### config.mk
export PLATFORM = sky130hd
export DESIGN_NAME = control_unit
export DESIGN_NICKNAME = d
export VERILOG_FILES = /design/src/rtl/cpu_pkg.sv /design/src/rtl/control_decoder.sv /design/src/rtl/control_unit.sv
export SDC_FILE = /design/constraint.sdc
export NUM_CORES = 1
export LEC_CHECK = 0
export CORE_AREA = 2 2 39 41
export CTS_BUF_LIST = sky130_fd_sc_hd__clkbuf_8
export CTS_CLUSTER_DIAMETER = 100
export DETAILED_ROUTE_END_ITERATION = 8
export DIE_AREA = 0 0 41 43
export HOLD_SLACK_MARGIN = 0.08
export PLACE_DENSITY = 0.53
export SLEW_MARGIN = 5
export SYNTH_ARGS = -nofsm -noshare
export SYNTH_HDL_FRONTEND = slang
export SYNTH_SLANG_ARGS = --single-unit
### constraint.sdc
create_clock -name clock_in -period 2.67 [get_ports clock_in]
set_input_delay 0.6675 -clock clock_in [delete_from_list [all_inputs] [get_ports clock_in]]
set_output_delay 0.6675 -clock clock_in [all_outputs]
set_load 0.005 [all_outputs]
### src/rtl/cpu_pkg.sv
// Shared types and constants for the accumulator CPU: FSM states, opcode map,
// ALU/operand selects and the control strobe bundle.
package cpu_pkg;

  localparam int unsigned OPCODE_W = 5;

  typedef enum logic [1:0] {
    FETCH  = 2'd0,
    DECODE = 2'd1,
    EXEC   = 2'd2,
    HALT   = 2'd3
  } state_t;

  // Values 01101..11111 are unassigned and execute as NOP.
  typedef enum logic [OPCODE_W-1:0] {
    OP_HLT  = 5'b00000,
    OP_STO  = 5'b00001,
    OP_LD   = 5'b00010,
    OP_LDI  = 5'b00011,
    OP_ADD  = 5'b00100,
    OP_ADDI = 5'b00101,
    OP_SUB  = 5'b00110,
    OP_SUBI = 5'b00111,
    OP_BEQ  = 5'b01000,
    OP_BNE  = 5'b01001,
    OP_BLT  = 5'b01010,
    OP_BGE  = 5'b01011,
    OP_JMP  = 5'b01100
  } opcode_t;

  localparam logic ALU_ADD = 1'b0;
  localparam logic ALU_SUB = 1'b1;
  localparam logic B_MEM   = 1'b0;
  localparam logic B_IMM   = 1'b1;

  typedef struct packed {
    logic ir_load;
    logic pc_inc;
    logic pc_load;
    logic mem_addr_sel;
    logic mem_write;
    logic alu_op;
    logic alu_b_sel;
    logic acc_src_sel;
    logic acc_load;
    logic flags_load;
    logic halted;
  } ctrl_t;

endpackage

### src/rtl/control_decoder.sv
// Combinational decode of FSM state, opcode and flags into the control strobes.
module control_decoder
  import cpu_pkg::*;
(
  input  state_t              state,
  input  logic [OPCODE_W-1:0] opcode,
  input  logic                flag_z,
  input  logic                flag_n,
  output ctrl_t               ctrl_c
);

  always_comb begin
    ctrl_c = '0;
    unique case (state)
      FETCH: begin
        ctrl_c.ir_load = 1'b1;
        ctrl_c.pc_inc  = 1'b1;
      end
      DECODE: ctrl_c.mem_addr_sel = 1'b1;
      EXEC: begin
        ctrl_c.mem_addr_sel = 1'b1;
        case (opcode)
          OP_STO: ctrl_c.mem_write = 1'b1;
          // Loads still write flags from the ALU (A=ACC), so Z/N reflect ACC+B.
          OP_LD, OP_LDI: begin
            ctrl_c.alu_b_sel   = (opcode == OP_LDI) ? B_IMM : B_MEM;
            ctrl_c.acc_src_sel = 1'b1;
            ctrl_c.acc_load    = 1'b1;
            ctrl_c.flags_load  = 1'b1;
          end
          OP_ADD, OP_ADDI, OP_SUB, OP_SUBI: begin
            ctrl_c.alu_op     = (opcode == OP_SUB || opcode == OP_SUBI) ? ALU_SUB : ALU_ADD;
            ctrl_c.alu_b_sel  = (opcode == OP_ADDI || opcode == OP_SUBI) ? B_IMM : B_MEM;
            ctrl_c.acc_load   = 1'b1;
            ctrl_c.flags_load = 1'b1;
          end
          OP_BEQ: ctrl_c.pc_load = flag_z;
          OP_BNE: ctrl_c.pc_load = ~flag_z;
          OP_BLT: ctrl_c.pc_load = flag_n;
          OP_BGE: ctrl_c.pc_load = ~flag_n;
          OP_JMP: ctrl_c.pc_load = 1'b1;
          default: ;
        endcase
      end
      HALT:    ctrl_c.halted = 1'b1;
      default: ctrl_c = '0;
    endcase
  end

endmodule

### src/rtl/control_unit.sv
// Multi-cycle FETCH/DECODE/EXEC control FSM for the accumulator CPU; the state
// register is its only storage, all outputs decode combinationally from it.
module control_unit
  import cpu_pkg::*;
#(
  parameter int unsigned OPCODE_WIDTH = 5,
  parameter int unsigned DATA_WIDTH   = 16
) (
  input  logic                    clock_in,
  input  logic                    reset_in,
  input  logic [OPCODE_WIDTH-1:0] opcode_in,
  input  logic                    flag_Z_in,
  input  logic                    flag_N_in,
  output logic                    ir_load_out,
  output logic                    pc_inc_out,
  output logic                    pc_load_out,
  output logic                    mem_addr_sel_out,
  output logic                    mem_write_out,
  output logic                    alu_op_out,
  output logic                    alu_B_sel_out,
  output logic                    acc_src_sel_out,
  output logic                    acc_load_out,
  output logic                    flags_load_out,
  output logic                    halted_out
);

  // The opcode sits in IR[15:11]; any other geometry breaks the opcode map.
  if (OPCODE_WIDTH != OPCODE_W || DATA_WIDTH != 16) begin : g_bad_geometry
    $error("control_unit: unsupported OPCODE_WIDTH/DATA_WIDTH");
  end

  state_t state_q;
  state_t state_d;
  ctrl_t  ctrl_c;
  ctrl_t  ctrl_gated_c;

  always_ff @(posedge clock_in) begin
    if (reset_in) state_q <= FETCH;
    else          state_q <= state_d;
  end

  always_comb begin
    state_d = FETCH;
    unique case (state_q)
      FETCH:   state_d = DECODE;
      DECODE:  state_d = (opcode_in == OP_HLT) ? HALT : EXEC;
      EXEC:    state_d = FETCH;
      HALT:    state_d = HALT;
      default: state_d = FETCH;
    endcase
  end

  control_decoder u_decoder (
    .state  (state_q),
    .opcode (opcode_in),
    .flag_z (flag_Z_in),
    .flag_n (flag_N_in),
    .ctrl_c (ctrl_c)
  );

  // Reset kills every strobe immediately, even mid-instruction.
  assign ctrl_gated_c = reset_in ? '0 : ctrl_c;

  assign ir_load_out      = ctrl_gated_c.ir_load;
  assign pc_inc_out       = ctrl_gated_c.pc_inc;
  assign pc_load_out      = ctrl_gated_c.pc_load;
  assign mem_addr_sel_out = ctrl_gated_c.mem_addr_sel;
  assign mem_write_out    = ctrl_gated_c.mem_write;
  assign alu_op_out       = ctrl_gated_c.alu_op;
  assign alu_B_sel_out    = ctrl_gated_c.alu_b_sel;
  assign acc_src_sel_out  = ctrl_gated_c.acc_src_sel;
  assign acc_load_out     = ctrl_gated_c.acc_load;
  assign flags_load_out   = ctrl_gated_c.flags_load;
  assign halted_out       = ctrl_gated_c.halted;

endmodule

==> results of run 1 <==
-- repair_timing --
action,CTS,global route
gates resized for setup,12,1
hold buffers,0,0
endpoints found under the hold margin,0,0
endpoints found under the setup margin,7,1
setup buffers,2,1
pin swaps,1,1
-- report_power, final --
part           switching, uW  internal (uW)  total, uW
clock network           21.9           95.2        117
registers               3.01           33.7       36.7
logic                   25.2           40.0       65.2
total                   50.1            169        219
-- through the flow --
stage	TNS (ns)	utilization, %	area, um2
2_1_floorplan	0	-	280.3
3_3_place_gp	-1.405	39.24	543.0
3_5_place_dp	-1.448	39.24	543.0
4_1_cts	0	42.50	588.1
5_1_grt	0	43.22	598.1
6_report	0	43.22	598.1
-- worst max-delay path, cell delays in order --
cell and delay, ns:
dlygate4sd2_1 0.27, nor4b_4 0.29, buf_4 0.15, buf_4 0.10, and3_1 0.14, dlygate4sd2_1 0.22
-- logic make-up after synthesis --
logic type	synth area share, %
DFF	14.29
adders and majority gates	22.32
and+or+nand+nor	45.53
AOI/OAI and AO/OA	6.697
xor gates and xnor gates	3.126
buffers and inverters	8.035
-- worst min-delay path by stage --
stage,endpoint,depth (start not counted),slack (ns)
floorplan,state_q[1],3,0.62
global placement,state_q[1],3,0.69
detailed placement,state_q[1],3,0.69
CTS,state_q[1],3,0.70
global route,state_q[1],3,0.75
finish,state_q[1],3,0.69
-- synthesized netlist by cell type --
cell / number / area [um2]
nand3_1: 1 / 5.000
nor2b_1: 3 / 18.77
and2b_1: 1 / 7.510
a211oi_1: 1 / 7.510
and2_1: 1 / 6.260
o21ai_0: 1 / 5.000
xor2_1: 1 / 8.760
nor4b_4: 1 / 23.77
nand2_1: 1 / 3.750
dfxtp_1: 2 / 40.04
ha_1: 5 / 62.56
and3_1: 2 / 12.51
buf_4: 2 / 15.01
a31oi_1: 1 / 6.260
nor2_1: 7 / 26.28
nor4b_1: 1 / 8.760
nand3b_1: 2 / 15.01
inv_1: 2 / 7.510
-- layout make-up --
type | count | area (um2) | area share, %
clock buffers | 3 | 41.29 | 6.904
multi-input cells | 29 | 220.2 | 36.82
well taps | 16 | 20.02 | 3.347
inverters | 2 | 7.507 | 1.255
flip-flops and latches | 2 | 40.04 | 6.695
repair buffers | 31 | 269.0 | 44.98
-- layer usage --
metal | up-vias | wire (um) | track usage, %
met5 | - | 0 | 0
met4 | 0 | 0 | 8.000
met3 | 0 | 20 | 3.141
met2 | 5 | 421 | 15.31
met1 | 161 | 373 | 14.70
li1 | 182 | - | -
==> impl_results.md, run 1 <==
* Mean Syn Cell Area at 8.008 um2
* Final Hold Viols at 0
* Post-layout nets at 83
* Finish-stage setup viols at 0
* Fin. max-slew vios at 0
* Critical Path Sink: alu_op_out
* IO buf count at 19
* Biggest register: state_q
* Layout cells sized above 1 at roughly 25%
* Terminus of the critical flop-to-flop path: state_q[0]
* R2r setup slk at 1.49 ns
* Worst setup margin at around 0.17 ns
* CP arrival at approximately 1.8 ns
* Register bit total from synthesis at 2
* Highest-count cells in the layout ignoring fill and taps: buf_4, dlygate4sd2_1, clkdlybuf4s50_1
* Std cell rows at 14
* Die height at around 43 um
* Status: completed
* Gate Count Post-Synth at 35
* Final hold slack at 0.6947 ns
* Startpoint Class: primary input
* Hold Path Origin: state_q[0]
* Largest net degree at the start of global routing at 7
* Violation count after the first detailed-route iteration at 3
* Mapped Area at 280.3 um2
* Starting Density at around a fifth
* Vias in the first global route at 326
* Critical path launch point: reset_in
* Yosys Warn Count at 0
* Diodes inserted at 0
* Post-DRT Antenna Nets at 0
* Final std cells w/o fill at 83
* Vias per inst at ~4.2
* Crit path kind: primary input to output port
* Total GRT Usage at 11.32%
* Clk_skew at 0.002107 ns
* Total number of vias at 348
* Yosys cell types at 18
* Die area at 1763 um2
* Hold WC Path Type: register to register
* Period utilisation layout at 93.58%
* Area Overhead vs Synth at 113.4%
* First-pass GRT wire length at around 1300 um
* Top Registers: state_q: 2 flops
* Gr ovfl total at 0
* Worst Path Max Fanout at 3
* H-tree depth at 1
* Fill cells at 147
* VDD IR max at 0.1925 mV
* Lkg Pwr at 0.0003227 uW
* CTS tree: built
* Final routed DRC violation total at 0
* Relative slew slack at between 80 and 90%
* DP HPWL at around 620 um
* Gpl congestion at 0.7327
* RSZ-0062 raised after global routing: no
* CTS buffer count at 3
* Inst Count DP at a little under 80
* Die Span X at slightly above 40 um
* Placement Setup Slack at -0.2282 ns
* Max Cap Viol at 0
* Kind of end point of the critical path: output port
* Syn nets at 49
* Antenna violations before repair at 0
* Drt total wl at 815 um
* Root Driver: clkbuf_8
* Register area share after synthesis at ~14%
* Pwr/cell area at between 300 and 400 nW/um2
* CTS Buffer Depth at 2
* Least-Margin Pin Slew at between 0.2 and 0.3 ns
* Clock Sink Count at 2
* Max reg flops at 2
* Clk_lat worst skew at 0.21 ns
* Crit path required time at 2.00 ns
* Min Tclk post-route at 2.499 ns
* Clock transition at path regs at 0.03 ns
* FMAX at 0.4002 GHz
* CORE AREA at 1384 um2
* R2R cell count at 5
* Overall power at ~220 uW
* Drt pass-1 iters at 2
* IO Count at 20
* Commonest non-fill, non-tap cell in the layout: buf_4
* Routed len/inst at 9.819 um
* Reg2reg start: state_q[1]
(Power assumes the default switching activity.)
==> run 2, diff against run 1 <==
--- a/config.mk
+++ b/config.mk
@@ -5,11 +5,12 @@
 export SDC_FILE = /design/constraint.sdc
 export NUM_CORES = 1
 export LEC_CHECK = 0
-export CORE_AREA = 2 2 39 41
+export CAP_MARGIN = 10
+export CORE_AREA = 4 4 41 43
 export CTS_BUF_LIST = sky130_fd_sc_hd__clkbuf_8
-export CTS_CLUSTER_DIAMETER = 100
+export CTS_CLUSTER_DIAMETER = 200
 export DETAILED_ROUTE_END_ITERATION = 8
-export DIE_AREA = 0 0 41 43
+export DIE_AREA = 0 0 45 47
 export HOLD_SLACK_MARGIN = 0.08
 export PLACE_DENSITY = 0.53
 export SLEW_MARGIN = 5
==> impl_results.md, run 2 (synthesis gave the netlist of run 1 again) <==
* Violation count after the first detailed-route iteration at 8 (+5)
* Drt total wl at 867 um (+6.4%)
* Fin util at 46.35% (+3.1 points)
* Highest-count cells in the layout ignoring fill and taps: buf_4, dlygate4sd2_1, clkdlybuf4s50_1
* First-pass GRT wire length at 1435 um (+7.8%)
* IO Count at 20 (unchanged)
* Startpoint Class: primary input
* Top Registers: state_q: 2 flops
* Commonest non-fill, non-tap cell in the layout: buf_4
* Pwr/cell area at 363.3 nW/um2 (-0.76%)
* CTS Buffer Depth at 2 (unchanged)
* Cts hold-fix bufs at 0 (unchanged)
* Max Cap Viol at 0 (unchanged)
* Total number of vias at 349 (+0.29%)
* Max reg flops at 2 (unchanged)
* Gpl congestion at 0.6938 (-5.3%)
* Drt pass-1 iters at 4 (+2)
* Die area at 2115 um2 (+20%)
* IO buf count at 19 (unchanged)
* Lkg Pwr at 0.0003090 uW (-4.2%)
* Total GRT Usage at 9.700% (-1.6 points)
* Biggest register: state_q
* CORE AREA at 1301 um2 (-6.0%)
* Routed len/inst at 10.45 um (+6.4%)
* Post-DRT Antenna Nets at 0 (unchanged)
* Status: completed
* Kind of end point of the critical path: output port
* Crit path kind: primary input to output port
* H-tree depth at 1 (unchanged)
* Vias per inst at 4.205 (+0.29%)
* Min Tclk post-route at 2.577 ns (+0.07852 ns)
* FMAX at 0.3880 GHz (-3.0%)
* Least-Margin Pin Slew at 0.2549 ns (-0.0002443 ns)
* CTS buffer count at 3 (unchanged)
* Relative slew slack at 82.77% (about the same)
* DP HPWL at 687.7 um (+11%)
* Die height at 47 um (+9.3%)
* Root Driver: clkbuf_8
* Vias in the first global route at 318 (-2.5%)
* Final routed DRC violation total at 0 (unchanged)
* Layout cells sized above 1 at 26.47% (+1.1 points)
* Diodes inserted at 0 (unchanged)
* CP arrival at 1.91 ns (+0.08 ns)
* Area Overhead vs Synth at 115.2%
* RSZ-0062 raised after global routing: no
* Clk_skew at 0.001397 ns (-0.0007102 ns)
* Std cell rows at 13 (-1)
* VDD IR max at 0.2165 mV (+12%)
* Period utilisation layout at 96.52% (+2.9 points)
* Gr ovfl total at 0 (unchanged)
* Starting Density at 21.54% (+1.3 points)
* Final Hold Viols at 0 (unchanged)
* Crit path required time at 2.00 ns (about the same)
* Largest net degree at the start of global routing at 7 (unchanged)
* Clk_lat worst skew at 0.21 ns (about the same)
* Post-layout nets at 84 (+1.2%)
* Die Span X at 45 um (+9.8%)
* Worst Path Max Fanout at 3 (unchanged)
* CTS tree: built
* Antenna violations before repair at 0 (unchanged)
* Clock Sink Count at 2 (unchanged)
* Hold WC Path Type: register to register
* Fin. max-slew vios at 0 (unchanged)
* Setup TNS at 0 ns (unchanged)
* Clock transition at path regs at 0.03 ns (about the same)
* Finish-stage setup viols at 0 (unchanged)
==> run 2: metrics by stage <==
step | instances | setup WS [ns] | cell area, um2 | total power (uW) | hold slack, ns
after floorplan | 35 | 0.7152 | 280.3 | 62.38 | 0.6217
after global placement | 76 | -0.2241 | 541.8 | 102.8 | 0.6916
after detailed placement | 76 | -0.2554 | 541.8 | 103.0 | 0.6947
after CTS | 83 | 0.07291 | 601.8 | 223.0 | 0.6979
after global routing | 83 | 0.005788 | 603.1 | 234.6 | 0.7379
final | 83 | 0.09286 | 603.1 | 219.1 | 0.6914
==> run 2: critical path, stage by stage <==
cell,delay (ns)
clkdlybuf4s50_1,0.43
nor2_2,0.14
buf_4,0.12
buf_4,0.10
nand3b_1,0.06
a31oi_1,0.16
clkdlybuf4s15_1,0.23
==> run 2: cell type report <==
type                            count  area (um2)
Tap cell                           15       18.77
Sequential cell                     2       40.04
Clock buffer                        3       41.29
Fill cell                         145       698.2
Multi-Input combinational cell     29       220.2
Timing Repair Buffer               32       275.3
Inverter                            2       7.507
==> run 2: layer usage <==
layer | share of wire (%) | global-route usage (%)
met1 | 44 | 12.22
met2 | 51 | 15.25
met3 | 4.2 | 2.299
met4 | 0 | 5.263
met5 | 0 | 0
==> run 2: final timing paths <==
check	start	end	slack [ns]	depth (start not counted)
setup / recovery	opcode_in[2]	pc_load_out	0.09	7
hold / removal	state_q[0]	state_q[1]	0.69	3
setup reg to reg	state_q[1]	state_q[0]	1.49	5
hold reg to reg	state_q[0]	state_q[1]	0.69	3
==> run 2: timing repair <==
item                       CTS  global route
buffers inserted             4             0
setup endpoints to repair    7             1
gates resized for setup     12             1
pin swaps                    2             0
==> run 2: where the power goes <==
group / internal, uW / switching [uW]
clock: 95.0 / 20.5
combinational: 41.4 / 25.8
sequential: 33.7 / 2.76
total: 170 / 49.0
==> run 3, diff against run 2 <==
--- a/config.mk
+++ b/config.mk
@@ -12,8 +12,9 @@
 export DETAILED_ROUTE_END_ITERATION = 8
 export DIE_AREA = 0 0 45 47
 export HOLD_SLACK_MARGIN = 0.08
-export PLACE_DENSITY = 0.53
+export PLACE_DENSITY = 0.57
 export SLEW_MARGIN = 5
 export SYNTH_ARGS = -nofsm -noshare
 export SYNTH_HDL_FRONTEND = slang
+export SYNTH_HIERARCHICAL = 1
 export SYNTH_SLANG_ARGS = --single-unit
==> impl_results.md, run 3 <==
* Register bit total from synthesis at 2 (unchanged)
* Largest net degree at the start of global routing at 14 (+7)
* Worst Path Max Fanout at 3 (unchanged)
* Clk_lat worst skew at 0.21 ns (about the same)
* First-pass GRT wire length at 1338 um (-6.8%)
* Gr ovfl total at 0 (unchanged)
* Relative slew slack at 84.94% (+2.2 points)
* Pwr/cell area at 346.3 nW/um2 (-4.7%)
* Commonest non-fill, non-tap cell in the layout: nor2b_1
* H-tree depth at 1 (unchanged)
* Min Tclk post-route at 2.625 ns (+0.04745 ns)
* R2r setup slk at 1.92 ns (+0.43 ns)
* CTS tree: built
* CORE AREA at 1301 um2 (unchanged)
* Root Driver: clkbuf_8
* Die area at 2115 um2 (unchanged)
* Placed Area at 566.8 um2 (+4.6%)
* Gate Count Post-Synth at 43 (+23%)
* Area share of and/or/nand/nor cells after synthesis at 55.08% (+9.5 points)
* Highest-count cells in the layout ignoring fill and taps: nor2b_1, dlygate4sd2_1, clkdlybuf4s50_1
* Area Overhead vs Synth at 92.19%
* Post-DRT Antenna Nets at 0 (unchanged)
* Final hold slack at 0.5478 ns (-0.1436 ns)
* Placement Setup Slack at -0.3183 ns (-0.06296 ns)
* Final non-filler cell area at 615.6 um2 (+2.1%)
* Main combinational cell family by area after synthesis: simple AND/OR/NAND/NOR gates
* Least-Margin Pin Slew at 0.2250 ns (-0.02988 ns)
* Ranking of synthesized cells by area: nor2b_1, dfxtp_1, ha_1
* CP max stage cell: clkdlybuf4s50_1
* Ys flop type: dfxtp_1
* DP HPWL at 638.4 um (-7.2%)
* FMAX at 0.3810 GHz (-1.8%)
* Mean Syn Cell Area at 7.449 um2 (-7.0%)
* Violation count after the first detailed-route iteration at 4 (-4)
* Crit path required time at 2.00 ns (about the same)
* Max reg flops at 2 (unchanged)
* CP peak stage delay at 0.50 ns (+0.07 ns)
* Crit path max-delay family: buffers and inverters
* Antenna violations before repair at 0 (unchanged)
* Mapped Area at 320.3 um2 (+14%)
* Syn nets at 55 (+12%)
* IO Count at 20 (unchanged)
* Met1 Routed Length at 402 um (+5.0%)
* Std cell rows at 13 (unchanged)
* Compound-cell area share of the yosys netlist at 8.984% (+2.3 points)
* Routed len/inst at 10.00 um (-4.3%)
* Clk_skew at 0.001053 ns (-0.0003441 ns)
* Status: completed
* Worst setup margin at 0.04541 ns (-0.04745 ns)
* Clock transition at path regs at 0.03 ns (about the same)
* Buf/Inv on CP at 2 (-2)
* Highest metal used: met3
* CTS buffer count at 3 (unchanged)
* DR WL met3 at 47 um (+31%)
* Drt total wl at 850 um (-2.0%)
* Ys async rst share at 0% (unchanged)
* CP arrival at 1.96 ns (+0.05 ns)
* Sequence of cells on the critical path: dlygate4sd2_1 > nor3b_2 > nor2b_4 > nor2b_1 > clkdlybuf4s50_1
* Met2 Wirelength at 401 um (-10%)
* Yosys Warn Count at 6 (+6)
* Startpoint Class: primary input
* Commonest cells post-synth: nor2b_1, nor2_1, ha_1
* Lkg Pwr at 0.0002879 uW (-6.8%)
* Top Registers: state_q: 2 flops
* Biggest register: state_q
* Layout cells sized above 1 at 24.29% (-2.2 points)
* Post-layout nets at 84 (unchanged)
* Setup TNS at 0 ns (unchanged)
* Most frequent cell after synthesis: nor2b_1
* Hold WC Path Type: register to register
* Die Span X at 45 um (unchanged)
* Yosys cell types at 20 (+2)
* Number of synthesized flops with an enable pin at 0 (unchanged)
* Fin. max-slew vios at 0 (unchanged)
* Gpl congestion at 0.6847 (-1.3%)
* Register area share after synthesis at 12.50% (-1.8 points)
* Adder-cell share of the synthesized area at 11.72% (-11 points)
* Post-synth top area share at 25.39% (+3.1 points)
* Area leader, netlist: nor2b_1
* Final routed DRC violation total at 0 (unchanged)
* Die height at 47 um (unchanged)
* Drt pass-1 iters at 2 (-2)
* Total GRT Usage at 8.583% (-1.1 points)
* IO buf count at 19 (unchanged)
* Kind of end point of the critical path: output port
* Final Hold Viols at 0 (unchanged)
* Post-synthesis xor/xnor area fraction at 0% (-3.1 points)
* Clock Sink Count at 2 (unchanged)
* Diodes inserted at 0 (unchanged)
* VDD IR max at 0.3220 mV (+49%)
* Crit path kind: primary input to output port
* Starting Density at 24.62% (+3.1 points)
* Finish-stage setup viols at 0 (unchanged)
* Mux contribution to synthesized area at 3.125% (+3.1 points)
* Vias in the first global route at 327 (+2.8%)
* Total number of vias at 351 (+0.57%)
* CTS Buffer Depth at 2 (unchanged)
* Period utilisation layout at 98.30% (+1.8 points)
* Max Cap Viol at 0 (unchanged)
* Vias per inst at 4.129 (-1.8%)
run 3: changes by cell type in the layout (fill, tap and decap cells not counted), sizes merged:
cell	delta
clkdlybuf4s50	+1
a21oi	+1
nor3	+1
xor2	-1
buf	-5
nor3b	+1
nor4b	-2
ha	-2
clkdlybuf4s15	-1
nor2b	+11
and2b	-1
nor2	-2
mux2i	+1
run 3: kinds of logic after synthesis:
family	count (synthesis)
AO/OA/AOI/OAI	4
buffers and inverters	5
AND/OR/NAND/NOR	28
multiplexers	1
adder cells (fa/ha/maj)	3
flip-flops	2
run 3: report_power, final:
group / internal [uW] / switching, uW / total [uW]
Clock: 95.2 / 22.2 / 117
Sequential: 33.0 / 4.03 / 37.0
Combinational: 36.4 / 22.3 / 58.8
run 3: metrics by stage:
| stage | utilization [%] | power [uW] | cells |
|---|---|---|---|
| 3_5_place_dp | 43.56 | 97.81 | 80 |
| 4_1_cts | 46.35 | 216.2 | 84 |
| 6_report | 47.31 | 213.2 | 85 |
| 3_3_place_gp | 43.56 | 98.08 | 80 |
| 2_1_floorplan | - | 60.62 | 43 |
| 5_1_grt | 47.31 | 228.6 | 85 |
run 3: final cells by class:
cell class	count	area, um2
sequential	2	40.04
clock buffer	3	41.29
multi-input combinational	36	257.7
fill	134	685.7
inverter	2	7.507
timing repair buffer	27	250.2
tap	15	18.77
run 3: worst reg2reg max path, stage by stage (launching register included):
cell and delay, ns:
dfxtp_1 0.41, nor2b_1 0.08, a211oi_2 0.18
run 3: per-layer routing:
metal / vias to the layer above / track usage (%)
li1: 195 / -
met5: - / 0
met4: 0 / 5.263
met1: 145 / 9.459
met2: 11 / 15.25
met3: 0 / 1.533
run 3: what timing repair did:
action                                  4_1_cts  5_1_grt
pin swaps                                     1        1
setup buffers                                 1        1
gates resized for setup                      10        1
hold buffers                                  0        0
endpoints found under the setup margin        7        2
run 3: worst paths after layout:
kind | from | endpoint | depth (start not counted)
setup / recovery | opcode_in[4] | flags_load_out | 5
hold / removal | state_q[0] | state_q[1] | 1
setup reg to reg | state_q[0] | state_q[0] | 2
hold reg to reg | state_q[0] | state_q[1] | 1
